`config.mk`:
```
export PLATFORM = sky130hd
export DESIGN_NAME = alu_exec_unit
export DESIGN_NICKNAME = d
export VERILOG_FILES = /design/src/rtl/alu_exec_unit.sv
export SDC_FILE = /design/constraint.sdc
export NUM_CORES = 1
export LEC_CHECK = 0
export ABC_AREA = 1
export CAP_MARGIN = 5
export CORE_UTILIZATION = 25
export DETAILED_ROUTE_END_ITERATION = 6
export HOLD_SLACK_MARGIN = 0.06
export PLACE_DENSITY = 0.53
export SYNTH_ARGS = -nofsm -noshare
export SYNTH_HDL_FRONTEND = slang
export SYNTH_SLANG_ARGS = --single-unit
```
`constraint.sdc`:
```
create_clock -name clk_i -period 2.9 [get_ports clk_i]
set_input_delay 0.435 -clock clk_i [delete_from_list [all_inputs] [get_ports clk_i]]
set_output_delay 0.435 -clock clk_i [all_outputs]
set_load 0.005 [all_outputs]
```
`src/rtl/alu_exec_unit.sv`:
```
// Execute-stage ALU: single-cycle ops return a registered result one cycle
// after acceptance; MUL runs on an iterative shift-add datapath behind a
// valid/ready handshake.
module alu_exec_unit #(
  parameter int unsigned MUL_STEP = 1
) (
  input  logic        clk_i,
  input  logic        rst_i,
  input  logic        valid_i,
  output logic        ready_o,
  input  logic [3:0]  ctrl_i,
  input  logic [31:0] src1_i,
  input  logic [31:0] src2_i,
  input  logic [4:0]  shamt_i,
  output logic        valid_o,
  output logic [31:0] result_o,
  output logic        zero_o,
  output logic        illegal_o,
  output logic        busy_o
);

  localparam int unsigned DATA_W = 32;
  localparam int unsigned CNT_W  = 5;
  localparam int unsigned ITERS  = DATA_W / MUL_STEP;
  localparam int unsigned LAST   = ITERS - 1;

  localparam logic [3:0] OP_AND   = 4'b0000;
  localparam logic [3:0] OP_OR    = 4'b0001;
  localparam logic [3:0] OP_ADD   = 4'b0010;
  localparam logic [3:0] OP_MUL   = 4'b0100;
  localparam logic [3:0] OP_SLTIU = 4'b0101;
  localparam logic [3:0] OP_SUB   = 4'b0110;
  localparam logic [3:0] OP_SLT   = 4'b0111;
  localparam logic [3:0] OP_LDST  = 4'b1000;
  localparam logic [3:0] OP_BR    = 4'b1010;
  localparam logic [3:0] OP_LUI   = 4'b1011;
  localparam logic [3:0] OP_SLL   = 4'b1101;
  localparam logic [3:0] OP_SRA   = 4'b1110;
  localparam logic [3:0] OP_SRAV  = 4'b1111;

  typedef enum logic [0:0] {
    S_IDLE = 1'b0,
    S_MUL  = 1'b1
  } state_e;

  state_e              state_q, state_d;
  logic [DATA_W-1:0]   mcand_q, mcand_d;
  logic [DATA_W-1:0]   mplier_q, mplier_d;
  logic [DATA_W-1:0]   acc_q, acc_d;
  logic [CNT_W-1:0]    cnt_q, cnt_d;
  logic [DATA_W-1:0]   result_q, result_d;
  logic                zero_q, zero_d;
  logic                valid_q, valid_d;
  logic                illegal_q, illegal_d;
  logic                ready_q, ready_d;
  logic                busy_q, busy_d;

  logic                accept_c;
  logic [DATA_W-1:0]   alu_c;
  logic                alu_illegal_c;
  logic [DATA_W-1:0]   partial_c;
  logic [DATA_W-1:0]   acc_next_c;

  assign accept_c = valid_i && ready_q;

  // Single-cycle result for the code currently on the inputs
  always_comb begin
    alu_c         = '0;
    alu_illegal_c = 1'b0;
    unique case (ctrl_i)
      OP_AND:   alu_c = src1_i & src2_i;
      OP_OR:    alu_c = src1_i | src2_i;
      OP_ADD:   alu_c = src1_i + src2_i;
      OP_SUB:   alu_c = src1_i - src2_i;
      OP_SLT:   alu_c = {31'd0, ($signed(src1_i) < $signed(src2_i))};
      OP_SLTIU: alu_c = {31'd0, (src1_i < src2_i)};
      OP_SLL:   alu_c = src2_i << shamt_i;
      OP_SRA:   alu_c = DATA_W'($signed(src2_i) >>> shamt_i);
      OP_SRAV:  alu_c = DATA_W'($signed(src2_i) >>> src1_i[4:0]);
      OP_LUI:   alu_c = src2_i << 16;
      OP_BR:    alu_c = src1_i - src2_i;
      OP_LDST:  alu_c = src1_i + src2_i;
      OP_MUL:   alu_c = '0;
      default: begin
        alu_c         = '0;
        alu_illegal_c = 1'b1;
      end
    endcase
  end

  // Partial product for the MUL_STEP low multiplier bits of this iteration
  always_comb begin
    partial_c = '0;
    for (int unsigned i = 0; i < MUL_STEP; i++) begin
      if (mplier_q[i]) begin
        partial_c = partial_c + (mcand_q << i);
      end
    end
    acc_next_c = acc_q + partial_c;
  end

  // Next-state and output logic
  always_comb begin
    state_d   = state_q;
    mcand_d   = mcand_q;
    mplier_d  = mplier_q;
    acc_d     = acc_q;
    cnt_d     = cnt_q;
    result_d  = result_q;
    zero_d    = zero_q;
    valid_d   = 1'b0;
    illegal_d = 1'b0;
    ready_d   = ready_q;
    busy_d    = busy_q;

    unique case (state_q)
      S_IDLE: begin
        if (accept_c) begin
          if (ctrl_i == OP_MUL) begin
            state_d  = S_MUL;
            mcand_d  = src1_i;
            mplier_d = src2_i;
            acc_d    = '0;
            cnt_d    = '0;
            ready_d  = 1'b0;
            busy_d   = 1'b1;
          end else begin
            result_d  = alu_c;
            zero_d    = (alu_c == '0);
            illegal_d = alu_illegal_c;
            valid_d   = 1'b1;
          end
        end
      end
      S_MUL: begin
        acc_d    = acc_next_c;
        mcand_d  = mcand_q << MUL_STEP;
        mplier_d = mplier_q >> MUL_STEP;
        cnt_d    = cnt_q + CNT_W'(1);
        if (cnt_q == CNT_W'(LAST)) begin
          state_d  = S_IDLE;
          cnt_d    = '0;
          result_d = acc_next_c;
          zero_d   = (acc_next_c == '0);
          valid_d  = 1'b1;
          ready_d  = 1'b1;
          busy_d   = 1'b0;
        end
      end
      default: begin
        state_d = S_IDLE;
        ready_d = 1'b1;
        busy_d  = 1'b0;
      end
    endcase
  end

  // State and output registers; reset aborts any MUL in flight
  always_ff @(posedge clk_i or negedge rst_i) begin
    if (!rst_i) begin
      state_q   <= S_IDLE;
      mcand_q   <= '0;
      mplier_q  <= '0;
      acc_q     <= '0;
      cnt_q     <= '0;
      result_q  <= '0;
      zero_q    <= 1'b1;
      valid_q   <= 1'b0;
      illegal_q <= 1'b0;
      ready_q   <= 1'b1;
      busy_q    <= 1'b0;
    end else begin
      state_q   <= state_d;
      mcand_q   <= mcand_d;
      mplier_q  <= mplier_d;
      acc_q     <= acc_d;
      cnt_q     <= cnt_d;
      result_q  <= result_d;
      zero_q    <= zero_d;
      valid_q   <= valid_d;
      illegal_q <= illegal_d;
      ready_q   <= ready_d;
      busy_q    <= busy_d;
    end
  end

  assign ready_o   = ready_q;
  assign valid_o   = valid_q;
  assign result_o  = result_q;
  assign zero_o    = zero_q;
  assign illegal_o = illegal_q;
  assign busy_o    = busy_q;

endmodule

```
==> metrics.md <==
| Metric | Value |
|---|---|
| Outcome | `finished with violations` |
| Failing checks | `negative setup slack` |
| Worst hold start | `src1_i[20]` |
| CTS Buffer Depth | `2` |
| CTS root buffer | `clkbuf_16` |
| Total global-route track usage | `30.3%` |
| EDFF count, synth | `0` |
| Final Instance Area | `0.0282 mm^2` |
| Leakage power | `0.0144 uW` |
| Layout cell share with drive strength beyond 1 | `32.3%` |
| Starting density of the core | `25.2%` |
| Syn Inst Count | `3051` |
| Fin crit share | `104%` |
| Via count | `24500` |
| Met1 usage | `40.5%` |
| Setup ws final | `-0.117 ns` |
| Hold Fails Final Rpt | `0` |
| Vias in the first global route | `23200` |
| Grt total ovfl | `0` |
| Switch Pwr | `10800 uW` |
| Die ar. | `0.0717 mm^2` |
| Worst setup EP type | `flip-flop` |
| Critical Path RT | `3.33 ns` |
| Startpoint types | `flip-flop` |
| Switching Share | `47.2%` |
| Iter 0 DRT Violations | `2558` |
| Max-cap check violation count | `0` |
| Non-filler instance count after layout | `4849` |
| Flops & latches, synth | `139` |
| CP Data Arrival Time | `3.45 ns` |
| Clock power share | `10.1%` |
| Seq pwr share | `15.6%` |
| Worst ir drop on vdd | `0.000534 V` |
| Pre-Repair DR Iteration Count | `7` |
| Total Wirelength | `109 mm` |
| Die Wd | `268 um` |
| Max FO, Critical Path | `18` |
| Tmin final | `3.02 ns` |
| Post-Syn Area | `0.0177 mm^2` |
| Hold WC Path Type | `primary input to flip-flop` |
| Logic pwr share | `74.3%` |
| CTS tree | `done` |
| Final core utilization | `40.3%` |
| Skew final | `0.0199 ns` |
| Setup Crit Path Kind | `flip-flop to flip-flop` |
| Synth Area per Inst | `5.79 um^2` |
| Max Clk Rate | `331 MHz` |
| Vias per cell | `5.05` |
| Largest net degree at the start of global routing | `60` |
| GP Congestion | `1.04` |
| FF-to-FF End | `zero_o$_DFFE_PN1P_` |
| RSZ-0062 raised after global routing | `yes` |
| Cts bufs inserted | `17` |
| Met2 Track Usage GR | `47.8%` |
| Initial antenna violation count | `3` |
| Placed cells | `4790` |
| Yosys cell types | `50` |
| Syn Nets | `3259` |
| Clk_lat worst skew | `0.50 ns` |
| WHS Path Cells | `4` |
| CORE AREA | `0.0700 mm^2` |
| Most common cell after layout, fill and taps aside | `nand2_1` |
| R2R depth | `19` |
| Final Setup Violations | `2` |
| Drt drc | `0` |
| TNS Setup | `-0.133 ns` |
| H-tree Lvls | `4` |
| Flop-to-flop setup slack | `-0.12 ns` |
| Pwr dens | `812 mW/mm^2` |
| CTS Sinks | `139` |
| Max Slew Vio Count | `0` |
| Clock slew at reported path FFs | `0.07 ns` |
| Most frequent cells in the layout | `829 x nand2_1, 795 x buf_4, 388 x nand3_1` |
| Placed Area | `0.0259 mm^2` |
| Final #Nets | `4102` |
| IO Port Bufs | `112` |
| DIE HEIGHT | `268 um` |
| Worst-Margin Slew | `0.680 ns` |
| Post-synthesis sequential area ratio | `19.7%` |
| Synth async-reset ratio | `100%` |
| Post-synth top flop | `dfrtp_1` |
| Grt met3 use | `4.71%` |
| Hold EP | `mcand_q[20]$_DFFE_PN0P_` |
| Grt peak-use layer | `met2` |
| Worst r2r src | `mplier_q[0]$_DFFE_PN0P_` |
| Hpwl dp | `92.8 mm` |
| Synthesis Warnings | `0` |
| # rows | `97` |
| Antenna Nets Post-Route | `0` |
| Cell-internal power | `12100 uW` |
| Area growth, synth to finish | `59.7%` |
| WL/cell | `22.6 um` |
| # IOs | `113` |
| Worst slew margin | `54.7%` |
| First-pass GRT wire length | `157 mm` |
cells in the mapped netlist, types with 4 or more instances:
master	instances	area share, %
a21o_1	7	0.30
a21oi_1	175	5.0
a221oi_1	20	0.99
a31oi_1	23	0.81
buf_1	13	0.28
buf_2	19	0.54
buf_4	7	0.30
buf_6	7	0.45
clkbuf_1	86	1.8
dfrtp_1	137	19
ha_1	129	9.1
inv_1	337	7.2
inv_2	6	0.13
nand2_1	904	19
nand2_2	8	0.28
nand3_1	418	12
nand3_2	4	0.23
nand3b_1	4	0.17
nand4_1	33	1.2
nor2_1	359	7.6
nor3_1	33	0.93
nor4_1	7	0.25
o2111ai_1	4	0.20
o211ai_1	27	1.1
o21a_1	8	0.34
o21ai_0	116	3.3
o21ai_1	5	0.14
o21bai_1	18	0.76
o22ai_1	63	2.2
or2_2	13	0.46
xnor2_1	9	0.45
xor2_1	20	0.99
metrics by stage:
step	setup slack, ns	hold slack [ns]	total power [uW]
2_1_floorplan	0.0374	0.139	10700
4_1_cts	-0.127	0.493	21900
5_1_grt	-0.299	0.450	24600
6_report	-0.117	0.471	22900
3_5_place_dp	-1.24	0.470	18700
3_3_place_gp	-1.29	0.462	18600
power by group through the flow:
stage | logic [uW] | clock network [uW] | registers [uW]
floorplan | 7390 | 0 | 3350
global placement | 15100 | 0 | 3560
detailed placement | 15100 | 0 | 3570
CTS | 16000 | 2360 | 3560
global route | 18500 | 2420 | 3660
finish | 17000 | 2320 | 3570
flip-flops by register name, summed over array words and instances (netlist names), 5 cells and up:
signal / count
cnt_q: 5
acc_q: 32
mplier_q: 32
result_o: 32
mcand_q: 32
per-layer routing:
| layer | routed length [um] | vias up |
|---|---|---|
| met5 | 7 | - |
| met4 | 5640 | 2 |
| met3 | 8020 | 210 |
| met2 | 48000 | 980 |
| met1 | 47800 | 11600 |
| li1 | - | 11700 |
timing repair:
item | in CTS | in global routing
hold buffers | 1 | 0
gates resized for setup | 270 | 224
pin swaps | 54 | 49
endpoints found under the hold margin | 55 | 0
setup endpoints to repair | 35 | 37
setup buffers | 13 | 12
area by class of cell:
cell class | instances | area (um^2)
clock inverter | 14 | 156
antenna | 2 | 5.00
fill | 7613 | 41800
timing repair buffer | 957 | 7890
sequential | 139 | 3480
multi-input combinational | 2434 | 13800
inverter | 345 | 1310
tap | 940 | 1180
clock buffer | 18 | 429
cells by family (layout without fill, tap and decap cells):
logic type | Yosys count | after routing | synth area share (%)
AOI/OAI and AO/OA | 484 | 484 | 16.2
xor gates and xnor gates | 29 | 29 | 1.44
adders and majority gates | 132 | 132 | 9.48
buffers and inverters | 478 | 1334 | 10.8
DFF | 139 | 139 | 19.7
other | 0 | 2 | 0
and+or+nand+nor | 1789 | 1789 | 42.4
how the worst max path moves through the flow:
stage / cells after the start / to / start / slack, ns
2_1_floorplan: 20 / zero_o$_DFFE_PN1P_ / mplier_q[0]$_DFFE_PN0P_ / 0.04
3_3_place_gp: 22 / zero_o$_DFFE_PN1P_ / src2_i[7] / -1.29
3_5_place_dp: 22 / zero_o$_DFFE_PN1P_ / src2_i[7] / -1.24
4_1_cts: 22 / zero_o$_DFFE_PN1P_ / src1_i[9] / -0.13
5_1_grt: 19 / zero_o$_DFFE_PN1P_ / mplier_q[0]$_DFFE_PN0P_ / -0.30
6_report: 19 / zero_o$_DFFE_PN1P_ / mplier_q[0]$_DFFE_PN0P_ / -0.12
worst max-delay path, stage by stage (launching register included):
cell and delay [ns]:
dfrtp_1 0.41, buf_12 0.16, buf_6 0.16, nand2_1 0.07, inv_1 0.05, ha_1 0.31, a21oi_1 0.16, inv_1 0.07
a31oi_1 0.24, o21ai_0 0.16, a21oi_1 0.17, nand2_2 0.09, xor2_2 0.16, nor2_1 0.11, nand2_1 0.07, nor2_2 0.12
nand4_1 0.20, nand2_1 0.11, nand2_1 0.06, nand2_1 0.06
Note: power is estimated with default switching activity, not from simulation.
